**config.mk**
```make
export PLATFORM = sky130hd
export DESIGN_NAME = crack_sequencer
export DESIGN_NICKNAME = d
export VERILOG_FILES = /design/src/rtl/crack_pkg.sv /design/src/rtl/aes_req_ctrl.sv /design/src/rtl/crack_sequencer.sv
export SDC_FILE = /design/constraint.sdc
export NUM_CORES = 1
export LEC_CHECK = 0
export BUFFER_PORTS_ARGS = -buffer_cell sky130_fd_sc_hd__buf_2
export CORE_MARGIN = 2
export CORE_UTILIZATION = 50
export CTS_CLUSTER_SIZE = 16
export DETAILED_ROUTE_END_ITERATION = 10
export PLACE_DENSITY = 0.82
export SETUP_SLACK_MARGIN = 0.2
export SYNTH_ARGS = -nofsm -noshare
export SYNTH_HDL_FRONTEND = slang
export SYNTH_SLANG_ARGS = --single-unit
```
**constraint.sdc**
```tcl
create_clock -name clk -period 2.7 [get_ports clk]
set_input_delay 0.135 -clock clk [delete_from_list [all_inputs] [get_ports clk]]
set_output_delay 0.135 -clock clk [all_outputs]
set_load 0.03 [all_outputs]
```
**src/rtl/crack_pkg.sv**
```systemverilog
// rtl/crack_pkg.sv - state encoding, LED codes and BRAM address constants for crack_sequencer
package crack_pkg;

  // Externally visible state code
  typedef enum logic [2:0] {
    ST_IDLE    = 3'd0,
    ST_DECRYPT = 3'd1,
    ST_DICT    = 3'd2,
    ST_SUCCESS = 3'd3,
    ST_FAIL    = 3'd4
  } crack_state_e;

  // Internal sequencing steps; several steps share one visible state code
  typedef enum logic [3:0] {
    F_IDLE,
    F_RD_HASH,
    F_RD_KEY,
    F_RD_PT,
    F_DEC_WAIT,
    F_DICT_RD,
    F_DICT_WAIT,
    F_SUCCESS,
    F_FAIL
  } fsm_e;

  localparam logic [2:0] LED_RESET   = 3'b000;
  localparam logic [2:0] LED_IDLE    = 3'b011;
  localparam logic [2:0] LED_BUSY    = 3'b100;
  localparam logic [2:0] LED_SUCCESS = 3'b010;
  localparam logic [2:0] LED_FAIL    = 3'b001;

  localparam logic [7:0] HASH_ADDR = 8'd0;
  localparam logic [7:0] KEY_ADDR  = 8'd1;
  localparam logic [7:0] PT_ADDR   = 8'd2;

  function automatic crack_state_e state_of(input fsm_e f);
    crack_state_e s;
    case (f)
      F_IDLE:                                   s = ST_IDLE;
      F_RD_HASH, F_RD_KEY, F_RD_PT, F_DEC_WAIT: s = ST_DECRYPT;
      F_DICT_RD, F_DICT_WAIT:                   s = ST_DICT;
      F_SUCCESS:                                s = ST_SUCCESS;
      F_FAIL:                                   s = ST_FAIL;
      default:                                  s = ST_IDLE;
    endcase
    return s;
  endfunction

  function automatic logic [2:0] led_of(input crack_state_e s);
    logic [2:0] l;
    case (s)
      ST_IDLE:             l = LED_IDLE;
      ST_DECRYPT, ST_DICT: l = LED_BUSY;
      ST_SUCCESS:          l = LED_SUCCESS;
      ST_FAIL:             l = LED_FAIL;
      default:             l = LED_RESET;
    endcase
    return l;
  endfunction

endpackage

```
**src/rtl/aes_req_ctrl.sv**
```systemverilog
// rtl/aes_req_ctrl.sv - single-outstanding AES request pulse, done qualification and timeout
module aes_req_ctrl #(
  parameter int AES_TIMEOUT = 1024
) (
  input  logic clk,
  input  logic reset,
  input  logic abort,
  input  logic req,
  input  logic aes_done,
  output logic aes_start,
  output logic done_acc,
  output logic timed_out
);

  localparam int CW = $clog2(AES_TIMEOUT + 1);
  localparam logic [CW-1:0] TMO = CW'(AES_TIMEOUT);

  logic          start_q;
  logic          busy_q;
  logic [CW-1:0] cnt_q;

  // A done in the very cycle of the start pulse cannot belong to this request
  assign done_acc  = busy_q && aes_done && !start_q;
  assign timed_out = busy_q && !done_acc && (cnt_q == TMO);
  assign aes_start = start_q;

  // Launch pulse, outstanding flag and cycles elapsed since the pulse
  always_ff @(posedge clk or negedge reset) begin
    if (!reset) begin
      start_q <= 1'b0;
      busy_q  <= 1'b0;
      cnt_q   <= '0;
    end else if (abort) begin
      start_q <= 1'b0;
      busy_q  <= 1'b0;
      cnt_q   <= '0;
    end else begin
      start_q <= req && !busy_q;
      if (req && !busy_q) begin
        busy_q <= 1'b1;
        cnt_q  <= '0;
      end else if (busy_q) begin
        if (done_acc || timed_out) busy_q <= 1'b0;
        else                       cnt_q  <= cnt_q + CW'(1);
      end
    end
  end

endmodule

```
**src/rtl/crack_sequencer.sv**
```systemverilog
// rtl/crack_sequencer.sv - reads hash/key/plaintext from BRAM, then tries decrypt and a dictionary
module crack_sequencer #(
  parameter int DICT_START  = 3,
  parameter int DICT_SIZE   = 4,
  parameter int MEM_LAT     = 2,
  parameter int AES_TIMEOUT = 1024
) (
  input  logic         clk,
  input  logic         reset,
  input  logic         start,
  input  logic         abort,
  output logic         bram_en,
  output logic [7:0]   bram_addr,
  input  logic [127:0] bram_dout,
  output logic [127:0] aes_data,
  output logic [127:0] aes_key,
  output logic         aes_decrypt,
  output logic         aes_start,
  input  logic         aes_done,
  input  logic [127:0] aes_out,
  output logic [2:0]   state,
  output logic [2:0]   led,
  output logic [7:0]   found_addr,
  output logic         timeout
);
  import crack_pkg::*;

  if (DICT_START < 3 || DICT_START + DICT_SIZE > 256) begin : g_bad_dict
    $error("crack_sequencer: dictionary range outside 3..255");
  end
  if (MEM_LAT < 1 || MEM_LAT > 4) begin : g_bad_lat
    $error("crack_sequencer: MEM_LAT must be 1..4");
  end

  localparam logic [2:0] LAT        = 3'(MEM_LAT);
  localparam logic [8:0] DICT_FIRST = 9'(DICT_START);
  localparam logic [8:0] DICT_END   = 9'(DICT_START + DICT_SIZE);
  localparam bit         DICT_EMPTY = (DICT_SIZE == 0);

  fsm_e         fsm_q, fsm_d;
  logic [127:0] hash_q, hash_d, key_q, key_d, pt_q, pt_d;
  logic [127:0] aes_data_q, aes_data_d, aes_key_q, aes_key_d;
  logic         aes_dec_q, aes_dec_d;
  logic [8:0]   idx_q, idx_d;
  logic [2:0]   rd_cnt_q, rd_cnt_d;
  logic [7:0]   found_q, found_d;
  logic         timeout_q, timeout_d;
  logic [2:0]   led_q;
  logic         aes_req, aes_acc, aes_tmo;
  logic         rd_done;
  logic         in_read;

  assign rd_done     = (rd_cnt_q == LAT);
  assign in_read     = (fsm_q == F_RD_HASH) || (fsm_q == F_RD_KEY) ||
                       (fsm_q == F_RD_PT)   || (fsm_q == F_DICT_RD);
  assign bram_en     = in_read && !rd_done;
  assign state       = state_of(fsm_q);
  assign led         = led_q;
  assign aes_data    = aes_data_q;
  assign aes_key     = aes_key_q;
  assign aes_decrypt = aes_dec_q;
  assign found_addr  = found_q;
  assign timeout     = timeout_q;

  aes_req_ctrl #(.AES_TIMEOUT(AES_TIMEOUT)) u_req (
    .clk       (clk),
    .reset     (reset),
    .abort     (abort),
    .req       (aes_req),
    .aes_done  (aes_done),
    .aes_start (aes_start),
    .done_acc  (aes_acc),
    .timed_out (aes_tmo)
  );

  // Address of the word currently being read
  always_comb begin
    bram_addr = '0;
    case (fsm_q)
      F_RD_HASH: bram_addr = HASH_ADDR;
      F_RD_KEY:  bram_addr = KEY_ADDR;
      F_RD_PT:   bram_addr = PT_ADDR;
      F_DICT_RD: bram_addr = idx_q[7:0];
      default:   bram_addr = '0;
    endcase
  end

  // Next-state and datapath updates; abort overrides everything else
  always_comb begin
    fsm_d      = fsm_q;
    hash_d     = hash_q;
    key_d      = key_q;
    pt_d       = pt_q;
    aes_data_d = aes_data_q;
    aes_key_d  = aes_key_q;
    aes_dec_d  = aes_dec_q;
    idx_d      = idx_q;
    rd_cnt_d   = rd_cnt_q;
    found_d    = found_q;
    timeout_d  = timeout_q;
    aes_req    = 1'b0;
    case (fsm_q)
      F_IDLE: begin
        if (start) begin
          fsm_d    = F_RD_HASH;
          rd_cnt_d = '0;
        end
      end
      F_RD_HASH: begin
        if (rd_done) begin
          hash_d   = bram_dout;
          rd_cnt_d = '0;
          fsm_d    = F_RD_KEY;
        end else rd_cnt_d = rd_cnt_q + 3'd1;
      end
      F_RD_KEY: begin
        if (rd_done) begin
          key_d    = bram_dout;
          rd_cnt_d = '0;
          fsm_d    = F_RD_PT;
        end else rd_cnt_d = rd_cnt_q + 3'd1;
      end
      F_RD_PT: begin
        if (rd_done) begin
          pt_d       = bram_dout;
          rd_cnt_d   = '0;
          aes_req    = 1'b1;
          aes_data_d = hash_q;
          aes_key_d  = key_q;
          aes_dec_d  = 1'b1;
          fsm_d      = F_DEC_WAIT;
        end else rd_cnt_d = rd_cnt_q + 3'd1;
      end
      F_DEC_WAIT: begin
        if (aes_tmo) begin
          timeout_d = 1'b1;
          fsm_d     = F_FAIL;
        end else if (aes_acc) begin
          if (aes_out == pt_q) begin
            found_d = PT_ADDR;
            fsm_d   = F_SUCCESS;
          end else if (DICT_EMPTY) begin
            fsm_d = F_FAIL;
          end else begin
            idx_d = DICT_FIRST;
            fsm_d = F_DICT_RD;
          end
        end
      end
      F_DICT_RD: begin
        if (rd_done) begin
          rd_cnt_d   = '0;
          aes_req    = 1'b1;
          aes_data_d = bram_dout;
          aes_key_d  = key_q;
          aes_dec_d  = 1'b0;
          fsm_d      = F_DICT_WAIT;
        end else rd_cnt_d = rd_cnt_q + 3'd1;
      end
      F_DICT_WAIT: begin
        if (aes_tmo) begin
          timeout_d = 1'b1;
          fsm_d     = F_FAIL;
        end else if (aes_acc) begin
          if (aes_out == hash_q) begin
            found_d = idx_q[7:0];
            fsm_d   = F_SUCCESS;
          end else if (idx_q + 9'd1 == DICT_END) begin
            fsm_d = F_FAIL;
          end else begin
            idx_d = idx_q + 9'd1;
            fsm_d = F_DICT_RD;
          end
        end
      end
      F_SUCCESS, F_FAIL: fsm_d = fsm_q;
      default:           fsm_d = F_IDLE;
    endcase
    if (abort) begin
      fsm_d     = F_IDLE;
      rd_cnt_d  = '0;
      idx_d     = '0;
      found_d   = '0;
      timeout_d = 1'b0;
      aes_req   = 1'b0;
    end
  end

  // State, captured words, AES operand registers and status flags
  always_ff @(posedge clk or negedge reset) begin
    if (!reset) begin
      fsm_q      <= F_IDLE;
      hash_q     <= '0;
      key_q      <= '0;
      pt_q       <= '0;
      aes_data_q <= '0;
      aes_key_q  <= '0;
      aes_dec_q  <= 1'b1;
      idx_q      <= '0;
      rd_cnt_q   <= '0;
      found_q    <= '0;
      timeout_q  <= 1'b0;
    end else begin
      fsm_q      <= fsm_d;
      hash_q     <= hash_d;
      key_q      <= key_d;
      pt_q       <= pt_d;
      aes_data_q <= aes_data_d;
      aes_key_q  <= aes_key_d;
      aes_dec_q  <= aes_dec_d;
      idx_q      <= idx_d;
      rd_cnt_q   <= rd_cnt_d;
      found_q    <= found_d;
      timeout_q  <= timeout_d;
    end
  end

  // Status LED follows the visible state one cycle later
  always_ff @(posedge clk or negedge reset) begin
    if (!reset) led_q <= LED_RESET;
    else        led_q <= led_of(state_of(fsm_q));
  end

endmodule

```
Word level (Yosys, flattened, before mapping)
Memory sizes are Yosys's and may differ from the RTL's.
Cells that the tools add are included.
{"block": "word_totals", "register_bits": 682, "rom_bits": 96, "in_bits": 261, "elab_cells": 153, "n_memories": 2}
{"name": "(no name shown)", "depth": 16, "width": 3, "rd": 1, "rd_clocked_by_memory_dff": 0, "write_ports": 0, "line": "crack_pkg.sv:38", "text": "case (f)"}
{"name": "(no name shown)", "depth": 16, "width": 3, "rd": 1, "rd_clocked_by_memory_dff": 0, "write_ports": 0, "line": "crack_pkg.sv:38"}
{"block": "classes", "addsub": 3, "n_eq_ne": 37, "n_mux": 58, "reduce_logical": 38}
{"operator": "$eq A128 B128 Y1", "n": 2}
{"operator": "$mux W128", "n": 2}
{"operator": "$pmux W128 S2", "n": 1}
{"operator": "$mux W9", "n": 8}
{"operator": "$mux W8", "n": 7}
{"operator": "$mux W4", "n": 12}
{"operator": "$mux W11", "n": 4}
{"operator": "$ne A3 B3 Y1 const B", "n": 12}
{"operator": "$pmux W4 S8", "n": 1}
{"operator": "$pmux W8 S3", "n": 1}
{"operator": "$pmux W9 S2", "n": 1}
{"operator": "$eq A4 B3 Y1 const B", "n": 4}
{"operator": "$pmux W8 S2", "n": 1}
{"operator": "$reduce_and A8 Y1", "n": 2}
{"operator": "$reduce_and A2 Y1", "n": 7}
{"operator": "$mux W1", "n": 13}
{"operator": "$pmux W3 S4", "n": 1}
{"operator": "$add A11 B1 Y11 const B", "n": 1}
{"operator": "$eq A11 B11 Y1 const B", "n": 1}
{"operator": "$add A9 B1 Y9 const B", "n": 1}
{"operator": "$eq A3 B2 Y1 const B", "n": 3}
{"operator": "$eq A9 B3 Y1 const B", "n": 1}
{"operator": "$mux W3", "n": 3}
{"operator": "$ne A3 B2 Y1 const B", "n": 3}
{"operator": "other kinds (22)", "n": 44}

Logic depth before layout (Yosys ltp)
Gate-level depths: netlist of the first run.
{"block": "depth", "depth_word": 10, "ltp_mapped": 12, "depth_no_buf": 9}

By module
From an unflattened synthesis of the first run, not the netlist that was laid out.
{"block": "unflattened", "cells_unflattened": 2297, "area_unflattened_um2": 30046.3}
{"module": "crack_sequencer", "n_inst": 1, "cells_each": 2217, "area_per_inst_um2": 29310.6, "seq_area_each_um2": 16742.3}
{"module": "aes_req_ctrl", "n_inst": 1, "cells_each": 80, "area_per_inst_um2": 735.7, "seq_area_each_um2": 325.3}

Worst setup path before layout of the first run
Ideal clock, no wire load.
{"block": "synth_timing", "kind": "flip-flop to flip-flop", "startpoint": "register fsm_q[0]", "endpoint": "register fsm_q[1]", "arrival_ns": 2.209, "slack_ns": 0.387, "stages_incl_launch_ff": 10, "cell_sequence": "dfrtp_1 -> inv_1 -> ha_1 -> o21ba_1 -> o21ai_1 -> nor2_1 -> nand4b_1 -> a211o_1 -> a211o_1 -> o311ai_1"}
{"block": "synth_between", "elab_chain_len": 4}
{"element": "from (decl)", "line": "crack_sequencer.sv:40", "text": "fsm_e fsm_q, fsm_d;"}
{"element": "from (signal assigned)", "line": "crack_sequencer.sv:204", "text": "fsm_q <= fsm_d;"}
{"element": "$eq A4 B3 Y1 or $eq A4 B4 Y1 (tied branches)", "line": "crack_sequencer.sv:102", "text": "case (fsm_q)"}
{"element": "$reduce_or A2 Y1", "line": "crack_sequencer.sv:102"}
{"element": "$pmux W4 S8 or $ne A2 B2 Y1 (tied branches)"}
{"element": "$mux W4 or $reduce_and A8 Y1 (tied branches)"}
Several ways; a longest one is shown, not always the timed one.
A chain may end at the register's enable or synchronous reset.

Worst setup path in the final report of the first run
{"block": "layout_timing", "startpoint": "register hash_q[83]", "endpoint": "register fsm_q[0]"}
{"block": "layout_between", "elab_chain_len": 6}
{"element": "from (decl)", "line": "crack_sequencer.sv:41", "text": "logic [127:0] hash_q, hash_d, key_q, key_d, pt_q, pt_d;"}
{"element": "from (signal assigned)", "line": "crack_sequencer.sv:205", "text": "hash_q <= hash_d;"}
{"element": "$eq A128 B128 Y1", "line": "crack_sequencer.sv:165", "text": "if (aes_out == hash_q) begin"}
{"element": "$mux W4", "line": "crack_sequencer.sv:165"}
{"element": "$mux W4", "line": "crack_sequencer.sv:164", "text": "end else if (aes_acc) begin"}
{"element": "$mux W4", "line": "crack_sequencer.sv:161", "text": "if (aes_tmo) begin"}
{"element": "$pmux W4 S8", "line": "crack_sequencer.sv:102"}
{"element": "$mux W4", "line": "crack_sequencer.sv:179", "text": "if (abort) begin"}
No other way between the ends. The select of a mux whose other input is x is not followed.

==> out/results.tsv, run 1 <==
metric	value	unit
synth_common_cells	dfrtp_1 (681), mux2_2 (513), nand2_1 (159)	
p_switching	7.20	mW
switching_share	0.281	
via_count	22100	
grt_pass1_wl	155000	microns
synth_area	30100	sq um
grt_max_degree	103	
routed_wl	106000	microns
crit_type	reg2reg	
p_seq_frac	0.456	
postPlaceCellArea	34200	sq um
dp.final_hpwl	78900	microns
outcome	complete, no violations	
core	59200	sq um
async_flop_share	1.00	
synthFlopType	dfrtp_1	
tritoncts.num_buffers	73	
yosys.area.top_type	dfrtp_1	
stdcell_count	3866	
synth_seq_cells	682	
finalHoldViolCount	0	
pwr-share-clk	0.390	
synth_warnings	0	
p_comb_frac	0.154	
clk_latency	0.63	ns
synth.avg_cell_area	13.2	sq um
placed_cells	3567	
grt-busiest-layer	met2	
finalNetCount	3275	
period_share	0.941	
synthToLayoutAreaGrowth	28.0	%
hold_path_class	in2reg	
timing.fmax	0.393	GHz
ant_nets	0	
io_pins	543	
vias_per_cell	5.72	
fp.dieW	249	microns
p_leak	18.2	nW
layout-drive-gt1-share	0.437	
critPathCaptureType	register	
portBuffers	542	
tightest_slew	0.666	ns
synth_nets	2541	
start_util	0.508	
yosysTopAreaCellShare	0.567	
critPathArrivalTime	3.07	ns
cts_tree	done	
synth.area.top_cells	dfrtp_1 (57%), mux2_2 (19%), mux2i_1 (4.5%)	
cts_max_path_buffers	3	
tns	0	ns
power.internal	18.4	mW
ys_seq_area_frac	0.568	
synth_cells	2272	
dieHeight	249	microns
grt.total_usage	0.340	
design_area	38500	sq um
synth.distinct_cells	60	
cts_sinks	682	
global_route.usage.met2	0.543	
wire_per_inst	27.3	microns
use_met1	0.427	
powerDensity	666	nW/um^2
grt_util_met3	0.0884	
setup_violations	0	
first_iter_violations	1616	
root_buffer	clkbuf_16	
skew	0.0239	ns
relSlewSlack	0.556	
grt_setup_unrepaired	true	
required	3.23	ns
grt_pass1_vias	23150	
gp_congestion	0.941	
finalCriticalPeriod	2.54	ns
first_pass_iters	7	
synth-edff-count	0	
die-area	62100	sq um
reg2reg_slack	0.16	ns
start_kind	register	
drv_slew	0	
worst-path-max-fanout	3	
cts_max_level	3	
antenna_found_initial	54	
grt_overflow	0	
irDropWorstVdd	0.000729	V
clkSlewWorstSetupHoldPaths	0.06	ns
route.detailed.drc	0	
maxCapViolCount	0	
synth.most_common_cell	dfrtp_1	
fp-row-count	89	
==> layout by cell type, fill, tap and decap left out, types with 9 or more instances in the layout <==
cell,count
dfrtp_1,679
buf_2,541
mux2_2,513
nand2_1,158
mux2i_1,135
o21ai_0,134
dlygate4sd3_1,130
xor2_1,129
xnor2_1,120
clkbuf_16,74
buf_4,69
nand4_1,46
nor2_1,33
diode_2,32
buf_12,24
inv_1,21
nor4_1,19
nor4_2,18
clkbuf_1,15
clkinv_2,15
a21oi_1,13
clkbuf_8,13
nand3_1,12
a31oi_1,9
xnor2_2,9
==> kinds of logic (layout without fill, tap and decap cells) <==
logic type / after synthesis / after routing / share of synthesized area
flip-flops: 682 / 682 / 0.568
multiplexers: 650 / 650 / 0.238
AND/OR/NAND/NOR: 336 / 336 / 0.0559
XOR/XNOR: 268 / 268 / 0.0781
AO/OA/AOI/OAI: 196 / 196 / 0.0362
buffers and inverters: 132 / 921 / 0.0207
adder cells (fa/ha/maj): 8 / 8 / 0.00333
other: 0 / 32 / 0
==> cell type report <==
class                   count  area, sq um
flip-flops and latches    682        17100
multi-input cells        1458        12900
repair buffers            770         5080
well taps                 773          967
inverters                  21         78.8
diodes                     32         80.1
fillers                  4418        20800
clock buffers             102         2090
clock inverters            28          270
==> metal layers <==
layer	share of wire	routed length, microns
met2	0.47	50100
met5	0.0025	261
met1	0.39	41200
met4	0.053	5650
met3	0.081	8560
==> registers in the layout, indices dropped and copies added (netlist names) <==
signal	cells
idx_q	9
u_req.busy_q	1
aes_data	128
rd_cnt_q	3
timeout	1
aes_decrypt	1
hash_q	128
u_req.cnt_q	11
found_addr	8
fsm_q	4
led	3
pt_q	128
key_q	128
u_req.aes_start	1
aes_key	128
==> power groups by stage <==
| stage | combinational, mW | sequential [mW] | clock, mW |
|---|---|---|---|
| global route | 4.16 | 11.8 | 10.6 |
| global placement | 3.55 | 11.7 | 0 |
| finish | 3.94 | 11.7 | 10.0 |
| CTS | 3.86 | 11.6 | 10.1 |
| detailed placement | 3.61 | 11.8 | 0 |
| floorplan | 1.72 | 11.8 | 0 |
==> through the flow <==
| step | hold slack (ns) | setup WS (ns) | power, mW | util |
|---|---|---|---|---|
| 2_1_floorplan | -0.161 | 0.387 | 13.5 | - |
| 3_3_place_gp | 0.167 | -0.436 | 15.3 | 0.578 |
| 3_5_place_dp | 0.173 | -0.466 | 15.4 | 0.578 |
| 4_1_cts | 0.000153 | 0.212 | 25.6 | 0.644 |
| 5_1_grt | 0.0512 | 0.103 | 26.5 | 0.649 |
| 6_report | 0.0243 | 0.158 | 25.6 | 0.650 |
==> worst max-delay path: stages, from the launching register on <==
cell and delay, ns:
dfrtp_1 0.46, xnor2_4 0.29, nand4_1 0.35, nor4_4 0.31, nand4_1 0.14, buf_4 0.19, buf_4 0.15, o21ai_0 0.16
buf_4 0.14, a21oi_1 0.07, o21ai_0 0.18
==> what timing repair did <==
action,in CTS,in global routing
buffers inserted,5,2
endpoints found under the hold margin,677,0
pin swaps,11,26
gates resized for setup,32,38
hold buffers,130,0
setup endpoints to repair,22,127
==> final timing paths <==
| check | depth (start not counted) | startpoint | to |
|---|---|---|---|
| worst max-delay path | 10 | hash_q[83] | fsm_q[0] |
| worst min-delay path | 4 | start | rd_cnt_q[0] |
| worst max register to register | 10 | hash_q[83] | fsm_q[0] |
| worst min register to register | 2 | aes_data[3] | aes_data[3] |
| max in group asynchronous | 4 | reset | key_q[61] |
| min in group asynchronous | 2 | reset | found_addr[7] |
Note: power is estimated with default switching activity, not from simulation.
==> run 2, diff against run 1 <==
- ABC_AREA: unset -> 1
==> run 2 against run 1 <==
Cell area is 1.8% lower. Via count grew 23%. Hold slack improved by 0.027 ns. Utilization down 2.2 points. Die area is 0.95% higher. Maximum frequency fell by 1.4%. Sequential share of layout area rose by 0.81 points. Clock-buffer cell count decreased by 6. Sequential power increased by 16%. Critical path depth down 1. Register-to-register slack got worse by 0.03 ns. Highest routed layer unchanged.
==> out/results.tsv, run 2 <==
metric	value	unit	change
crit_type	reg2reg		
synth_nets	3838		+51%
wire_per_inst	18.3	microns	-33%
fin_ws	0.123	ns	-0.0349 ns
routed_wl	92000	microns	-13%
first_iter_violations	2158		+34%
design_area	37800	sq um	-1.8%
p_comb_frac	0.201		+0.047
pwr-share-clk	0.338		-0.052
layout_commonest_cell	nand2_1		
start_kind	register		
synth_common_cells	nand2_1 (1,224), dfrtp_1 (681), o21ai_0 (308)		
synthFlopType	dfrtp_1		
outcome	complete, no violations		
stdcell_count	5039		+30%
p_leak	19.5	nW	+7.5%
critPathArrivalTime	3.00	ns	-0.07 ns
core	60200	sq um	+1.7%
synth-edff-count	0		unchanged
tns	0	ns	unchanged
skew	0.0161	ns	-0.00775 ns
power.internal	20.3	mW	+10%
route.detailed.drc	0		unchanged
via_count	27239		+23%
cts_sinks	682		unchanged
p_switching	9.22	mW	+28%
finalHoldViolCount	0		unchanged
grt_max_degree	185		+80%
yosys.area.top_type	dfrtp_1		
layout-drive-gt1-share	0.177		-0.261
clk_latency	0.60	ns	-0.03 ns
grt_pass1_wl	145000	microns	-6.6%
synthToLayoutAreaGrowth	24.5	%	
worst-path-max-fanout	184		+181
io_pins	543		unchanged
dp_slack	0.318	ns	+0.784 ns
layout_common_cells	nand2_1 (1,222), dfrtp_1 (679), buf_2 (541)		
antenna_found_initial	28		-48%
critPathCaptureType	register		
synth_warnings	0		unchanged
cts_max_level	3		unchanged
async_flop_share	1.00		unchanged
ant_nets	0		unchanged
dieHeight	250	microns	+0.47%
die-area	62700	sq um	+0.95%
tightest_slew	1.27	ns	+0.603 ns
fp.dieW	250	microns	+0.47%
synth_cells	3569		+57%
p_seq_frac	0.460		+0.004
synth_area	30400	sq um	+0.97%
maxCapViolCount	0		unchanged
ys_seq_area_frac	0.562		-0.00543
synth.area.top_cells	dfrtp_1 (56%), nand2_1 (15%), xnor2_1 (6.5%)		
irDropWorstVdd	0.000522	V	-28%
drv_slew	0		unchanged
grt.total_usage	0.293		-0.0471
switching_share	0.312		+0.0314
setup_violations	0		unchanged
dp.final_hpwl	60900	microns	-23%
postPlaceCellArea	34100	sq um	-0.53%
cts_max_path_buffers	3		unchanged
cts_tree	done		
start_util	0.504		-0.00364
portBuffers	542		unchanged
synth_seq_cells	682		unchanged
first_pass_iters	6		-1
relSlewSlack	0.154		-0.402
clkSlewWorstSetupHoldPaths	0.06	ns	about the same
hold_path_class	in2reg		
yosysTopAreaCellShare	0.561		-0.00542
synth.most_common_cell	nand2_1		
root_buffer	clkbuf_16		
finalCriticalPeriod	2.58	ns	+0.0349 ns
synth.distinct_cells	31		-48%
powerDensity	781	nW/um^2	+17%
cts_setup_buffers	0		-5
finalNetCount	4454		+36%
grt_pass1_vias	27048		+17%
placed_cells	4763		+34%
synth.avg_cell_area	8.51	sq um	-36%
period_share	0.954		+0.0129
timing.fmax	0.388	GHz	-1.4%
vias_per_cell	5.41		-5.4%
fp-row-count	90		+1.1%
grt_setup_unrepaired	false		
gp_congestion	0.909		-3.3%
tritoncts.num_buffers	72		-1.4%
required	3.12	ns	-0.11 ns
grt_overflow	0		unchanged
[run 2: logic make-up (layout without fill, tap and decap cells)]
logic type | after synthesis | after routing | synth area share
flops | 682 | 682 | 0.562
compound gates | 572 | 572 | 0.0996
xor+xnor | 227 | 227 | 0.0655
fa+ha+maj | 8 | 8 | 0.00330
other cells | 0 | 20 | 0
buf+inv | 417 | 1085 | 0.0533
simple gates | 1663 | 1663 | 0.216
[run 2: worst paths after layout]
| kind | from | endpoint | slack, ns | depth (start not counted) |
|---|---|---|---|---|
| max | fsm_q[3] | pt_q[91] | 0.12 | 9 |
| min in group asynchronous | reset | aes_key[35] | 0.06 | 2 |
| max in group asynchronous | reset | key_q[105] | 1.63 | 4 |
| max reg2reg | fsm_q[3] | pt_q[91] | 0.12 | 9 |
| min reg2reg | key_q[103] | aes_key[103] | 0.46 | 2 |
| min | start | rd_cnt_q[1] | 0.05 | 6 |
[run 2: through the flow]
step	hold slack [ns]	power [mW]	util
finish	0.0508	29.5	0.627
global route	0.0981	31.1	0.627
CTS	0.000725	29.6	0.626
detailed placement	0.146	19.4	0.565
global placement	0.146	19.1	0.565
floorplan	-0.161	17.3	-
[run 2: power by group through the flow]
stage	sequential, mW	combinational [mW]	clock, mW
global route	13.8	6.70	10.6
finish	13.6	5.94	9.99
floorplan	13.7	3.54	0
CTS	13.5	5.91	10.2
global placement	13.6	5.48	0
detailed placement	13.7	5.70	0
[run 2: what timing repair did]
item,in CTS,in global routing
hold endpoints to repair,640,0
endpoints found under the setup margin,2,60
resized for setup,3,8
hold buffers,130,0
[run 2: critical path: stages, from the launching register on]
cell and delay [ns]:
dfrtp_1 0.46, nor2_2 0.21, nand2_1 0.12, nand2_1 0.10
inv_2 0.05, nor2_4 0.32, nand2_4 0.10, buf_12 0.22
nand2_1 0.27, o21ai_1 0.10
[run 2: area by class of cell]
| cell class | count | area [sq um] |
|---|---|---|
| antenna | 20 | 50.0 |
| clock inverter | 30 | 373 |
| fill | 4749 | 22500 |
| sequential | 682 | 17100 |
| tap | 782 | 978 |
| multi-input combinational | 2470 | 11700 |
| clock buffer | 96 | 1980 |
| timing repair buffer | 726 | 4720 |
| inverter | 233 | 880 |
[run 2: routing by layer]
layer	wire, microns	global-route usage	up-vias	share of wire
li1	-	-	12577	-
met1	35500	0.364	12987	0.39
met2	43600	0.475	1347	0.47
met3	8050	0.0705	310	0.087
met4	4680	0.156	18	0.051
met5	121	0	-	0.0013
